==> src/rtl/divsqrt_result_queue.sv <==
// In-order result queue behind divSqrtFN: a slot is reserved at issue, filled on the outValid strobe, drained on a valid/ready port.
// Optional define DIVSQRT_RESULT_QUEUE_BYPASS_EN lets a completion landing on an empty head appear on the dequeue port in the same cycle.
module divsqrt_result_queue #(
   parameter int expWidth = 11,
   parameter int sigWidth = 53,
   parameter int depth    = 4,
   parameter int tagWidth = 4
) (
   input  logic                         nReset,
   input  logic                         clock,
   output logic                         issueAllow,
   input  logic                         issueFire,
   input  logic [tagWidth-1:0]          issueTag,
   input  logic                         outValid,
   input  logic                         sqrtOpOut,
   input  logic [expWidth+sigWidth-1:0] out,
   input  logic [4:0]                   exceptionFlags,
   output logic                         deqValid,
   input  logic                         deqReady,
   output logic [tagWidth-1:0]          deqTag,
   output logic                         deqSqrtOp,
   output logic [expWidth+sigWidth-1:0] deqOut,
   output logic [4:0]                   deqFlags,
   output logic [4:0]                   accruedFlags,
   input  logic                         clearFlags,
   output logic                         errOverflow,
   output logic                         errSpurious
);

   localparam int formatWidth = expWidth + sigWidth;
   localparam int idxW        = $clog2(depth);
   localparam int ptrW        = idxW + 1;
   localparam logic [ptrW-1:0] depthPtr = ptrW'(depth);
   localparam logic [ptrW-1:0] onePtr   = ptrW'(1);

   logic [ptrW-1:0]        r_allocPtr;
   logic [ptrW-1:0]        r_fillPtr;
   logic [ptrW-1:0]        r_readPtr;
   logic [tagWidth-1:0]    r_tag    [depth];
   logic                   r_sqrtOp [depth];
   logic [formatWidth-1:0] r_out    [depth];
   logic [4:0]             r_flags  [depth];
   logic [depth-1:0]       r_filled;

   logic [ptrW-1:0] w_reserved;
   logic [ptrW-1:0] w_pending;
   logic [idxW-1:0] w_allocIdx;
   logic [idxW-1:0] w_fillIdx;
   logic [idxW-1:0] w_readIdx;
   logic            w_issue;
   logic            w_complete;
   logic            w_headFilled;
   logic            w_bypass;
   logic            w_deq;
   logic            w_store;

   // Wrap bit in the MSB lets reserved reach exactly depth, which is how full is told apart from empty.
   assign w_reserved   = r_allocPtr - r_readPtr;
   assign w_pending    = r_allocPtr - r_fillPtr;
   assign w_allocIdx   = r_allocPtr[idxW-1:0];
   assign w_fillIdx    = r_fillPtr[idxW-1:0];
   assign w_readIdx    = r_readPtr[idxW-1:0];
   assign issueAllow   = (w_reserved != depthPtr);
   assign w_issue      = issueFire && issueAllow;
   assign w_complete   = outValid && (w_pending != '0);
   assign w_headFilled = (r_readPtr != r_fillPtr) && r_filled[w_readIdx];

`ifdef DIVSQRT_RESULT_QUEUE_BYPASS_EN
   assign w_bypass = !w_headFilled && w_complete;
`else
   assign w_bypass = 1'b0;
`endif

   // The tag always comes from the reserved slot; only the result fields take the live path when bypassing.
   always_comb begin
      deqValid  = w_headFilled;
      deqTag    = r_tag[w_readIdx];
      deqSqrtOp = r_sqrtOp[w_readIdx];
      deqOut    = r_out[w_readIdx];
      deqFlags  = r_flags[w_readIdx];
      if (w_bypass) begin
         deqValid  = 1'b1;
         deqSqrtOp = sqrtOpOut;
         deqOut    = out;
         deqFlags  = exceptionFlags;
      end
   end

   assign w_deq   = deqValid && deqReady;
   assign w_store = w_complete && !(w_bypass && deqReady);

   // Issue, completion and dequeue each own a pointer, so all three may fire in the same cycle.
   always_ff @(posedge clock) begin
      if (!nReset) begin
         r_allocPtr   <= '0;
         r_fillPtr    <= '0;
         r_readPtr    <= '0;
         r_filled     <= '0;
         accruedFlags <= '0;
         errOverflow  <= 1'b0;
         errSpurious  <= 1'b0;
         for (int i = 0; i < depth; i++) begin
            r_tag[i]    <= '0;
            r_sqrtOp[i] <= 1'b0;
            r_out[i]    <= '0;
            r_flags[i]  <= '0;
         end
      end else begin
         if (w_issue) begin
            r_tag[w_allocIdx]    <= issueTag;
            r_filled[w_allocIdx] <= 1'b0;
            r_allocPtr           <= r_allocPtr + onePtr;
         end
         if (w_store) begin
            r_sqrtOp[w_fillIdx] <= sqrtOpOut;
            r_out[w_fillIdx]    <= out;
            r_flags[w_fillIdx]  <= exceptionFlags;
            r_filled[w_fillIdx] <= 1'b1;
         end
         if (w_complete) begin
            r_fillPtr <= r_fillPtr + onePtr;
         end
         if (w_deq) begin
            r_readPtr <= r_readPtr + onePtr;
         end
         if (issueFire && !issueAllow) begin
            errOverflow <= 1'b1;
         end
         if (outValid && (w_pending == '0)) begin
            errSpurious <= 1'b1;
         end
         // A capture in the same cycle as a clear survives the clear.
         if (w_complete) begin
            accruedFlags <= (clearFlags ? 5'b00000 : accruedFlags) | exceptionFlags;
         end else if (clearFlags) begin
            accruedFlags <= 5'b00000;
         end
      end
   end

endmodule

==> config.mk <==
export PLATFORM = sky130hd
export DESIGN_NAME = divsqrt_result_queue
export DESIGN_NICKNAME = d
export VERILOG_FILES = /design/src/rtl/divsqrt_result_queue.sv
export SDC_FILE = /design/constraint.sdc
export NUM_CORES = 1
export LEC_CHECK = 0
export ABC_CLOCK_PERIOD_IN_PS = 3850
export CORE_MARGIN = 2
export CORE_UTILIZATION = 50
export DETAILED_ROUTE_END_ITERATION = 10
export PLACE_DENSITY = 0.75
export SLEW_MARGIN = 20
export SYNTH_ARGS = -nofsm -noshare
export SYNTH_HDL_FRONTEND = slang
export SYNTH_SLANG_ARGS = --single-unit
==> constraint.sdc <==
create_clock -name clock -period 3.85 [get_ports clock]
set_clock_uncertainty 0.05 [all_clocks]
set_input_delay 0.5775 -clock clock [delete_from_list [all_inputs] [get_ports clock]]
set_output_delay 0.5775 -clock clock [all_outputs]
set_load 0.01 [all_outputs]
==> results.md <==
* Total CTS buffers at 34
* Placed Cells incl. Taps at ~1400
* Post-synthesis mux area share at 12.75%
* Layout area overhead at 23.68%
* Min-Delay Path Class: reg -> reg
* Min Tclk post-route at approximately 3400 ps
* Synth Register Bits at approximately 320
* Seq/Total Area, Yosys at about two thirds
* Initial Util at between 50 and 60%
* Crit-path cells: inv_1, ha_1, and2_0, a21oi_4, buf_4, and2_1
* Largest family of logic cells by synthesized area: simple AND/OR/NAND/NOR gates
* Final wirelength at ~29000 um
* Worst path max stage delay at roughly 950 ps
* Worst Tran Pin Value at 1107 ps
* # resized after CTS at 0
* RSZ-0062 raised after global routing: false
* WP data required at 4160 ps
* Synth Area in Compound Gates at under 10%
* Critical Path Source Type: flip-flop
* Hpwl dp at about 17000 um
* Synthesized area per cell at between 15 and 20 um2
* I/O Buffers at 162
* Via count at 7613
* Clk_lat worst skew at a little over 500 ps
* DRT Pass-1 Iters at 5
* Synth Area in Adders at approximately 1.2%
* Setup bufs post-CTS at 0
* Clk sink count at between 300 and 400
* Final TNS setup at 0 ps
* LEAKAGE at 6.144 nW
* Die height at around 170 um
* Fraction of registers with async set/reset at 0%
* DRT iter0 DRCs at roughly 660
* Pins over their slew limit at 0
* Clk root buf: clkbuf_16
* Arrival time worst endpoint at between 3000 and 4000 ps
* Maximum vdd drop at 346.7 uV
* Wirelength per Cell at around 20 um
* Placement Setup Slack at 489.5 ps
* Ys Warns at 0
* Synth Area in XOR/XNOR at 0.5589%
* Final setup violation count at 0
* Diodes inserted at 0
* Syn nets at ~940
* Die area at 29110 um2
* Setup ws final at between 400 and 500 ps
* Layout cell share with drive strength beyond 1 at 15.13%
* Final hold slack at 406.0 ps
* CP max-delay cell: a21oi_4
* Post-synth top flop: edfxtp_1
* Final Power at a little under 9 mW
* Reg clk slew, reported paths at 60 ps
* Status: finished, final reports clean
* Fin crit share at between 80% and 90%
* Slew HR at 26.07%
* Detailed-route DRC error count at 0
* CTS tree: yes
* Initial antenna violation count at 1
* Mapped Area at approximately 14000 um2
* Largest net degree at the start of global routing at 71
* All-Layer GR Usage at roughly a fifth
* CORE AREA at 27100 um2
* Post-CTS Hold Buffers at 0
* I/O pins at around 160
* Fin util at 63.35%
* First-pass GRT wire length at about 44000 um
* Die width at 170.6 um
* CP Max Fanout at 42
* F_max at between 0.2 and 0.3 GHz
* Simple-gate share of the synthesized area at approximately 14%
* Post-Syn Instances at around 850
* Placement Cell Area at about 16000 um2
* Crit Path Class: reg -> reg
* CTS H-tree depth at 2
* Final Wtd Congestion at between 0.7 and 0.8
* CTS max path bufs at 3
* Antenna Nets Post-Route at 0
* Most frequent cells in the layout: edfxtp_1, and2_1, clkdlybuf4s50_1, mux4_2, clkbuf_16
* Fin area at 17170 um2
* Commonest non-fill, non-tap cell in the layout: edfxtp_1
* Pwr dens at just over 500 nW/um2
* Drt via density at between 5 and 6
* Post-synth EDFFs at 293
* CP Capture Type: flip-flop
* Number of global-route vias before repair at approximately 8000
* Nets at between 1000 and 1500
* Max-cap violations at 0
* Yosys cell types at 42
* Non-Filler Instances at between 1000 and 1500
* Total grt overflow at 0
* Final hold viol count at 0
* Row cnt at 60
## cells by family (layout without fill, tap and decap cells)
group	Yosys count	count (layout)
mux	83	83
buf+inv	65	260
simple gates	328	328
fa+ha+maj	13	13
xor+xnor	8	8
compound gates	34	34
flops	318	318
## state kept, by name, indices dropped and copies added, names as in the netlist, named ones only
name,flops
r_readPtr,3
r_tag,16
accruedFlags,5
r_sqrtOp,4
errOverflow,1
r_out,256
r_fillPtr,3
errSpurious,1
r_flags,20
r_allocPtr,3
r_filled,4
## cells in the mapped netlist (2+ instances only)
master	number	share of area (%)
mux4_2	75	12
nand2b_1	5	0.23
xor2_1	6	0.38
a31o_2	2	0.13
a22o_1	5	0.32
ha_1	13	1.2
nor2_1	8	0.22
inv_1	12	0.32
buf_1	5	0.14
edfxtp_1	293	63
o21ai_0	4	0.14
clkbuf_1	22	0.59
mux2i_1	8	0.58
a21oi_1	2	0.072
and2_1	277	12
nand2_1	19	0.51
a32o_1	3	0.22
nor2b_1	2	0.090
o211ai_1	4	0.22
nor4_1	4	0.18
buf_2	5	0.18
nor3_1	8	0.29
dfxtp_1	25	3.6
o21a_1	2	0.11
clkbuf_2	21	0.76
a2111oi_4	3	0.59
## per-layer routing
metal / wire length, um / GRT usage, % / vias to the layer above
met3: 1683 / 3.447 / 45
met5: 0 / 0 / -
li1: - / - / 3501
met1: 12040 / 26.13 / 3844
met4: 543 / 5.017 / 0
met2: 14400 / 35.59 / 223
## critical path: cells and delay by family (launching register included)
family,cells,cell delay (ps)
and+or+nand+nor,2,580
buffers and inverters,2,710
adders and majority gates,1,310
DFF,1,580
AOI/OAI and AO/OA,1,950
## final timing paths
check,slack (ps),end,cells past startpoint,from
setup / recovery,490,r_out[3][42],6,r_fillPtr[1]
hold / removal,410,r_filled[3],2,r_filled[3]
setup reg to reg,490,r_out[3][42],6,r_fillPtr[1]
hold reg to reg,410,r_filled[3],2,r_filled[3]
## where the power goes
group / internal [mW] / switching (mW)
Combinational: 0.696 / 0.657
Sequential: 4.14 / 0.111
Clock: 1.90 / 1.28
## final cells by class
type | instances | area (um2)
clock inverters | 13 | 107.6
flip-flops and latches | 318 | 9306
well taps | 372 | 465.4
fillers | 1929 | 9933
multi-input cells | 466 | 4344
repair buffers | 187 | 1922
clock buffers | 48 | 977.2
inverters | 12 | 45.04
Power figures use the tool's default switching activity.
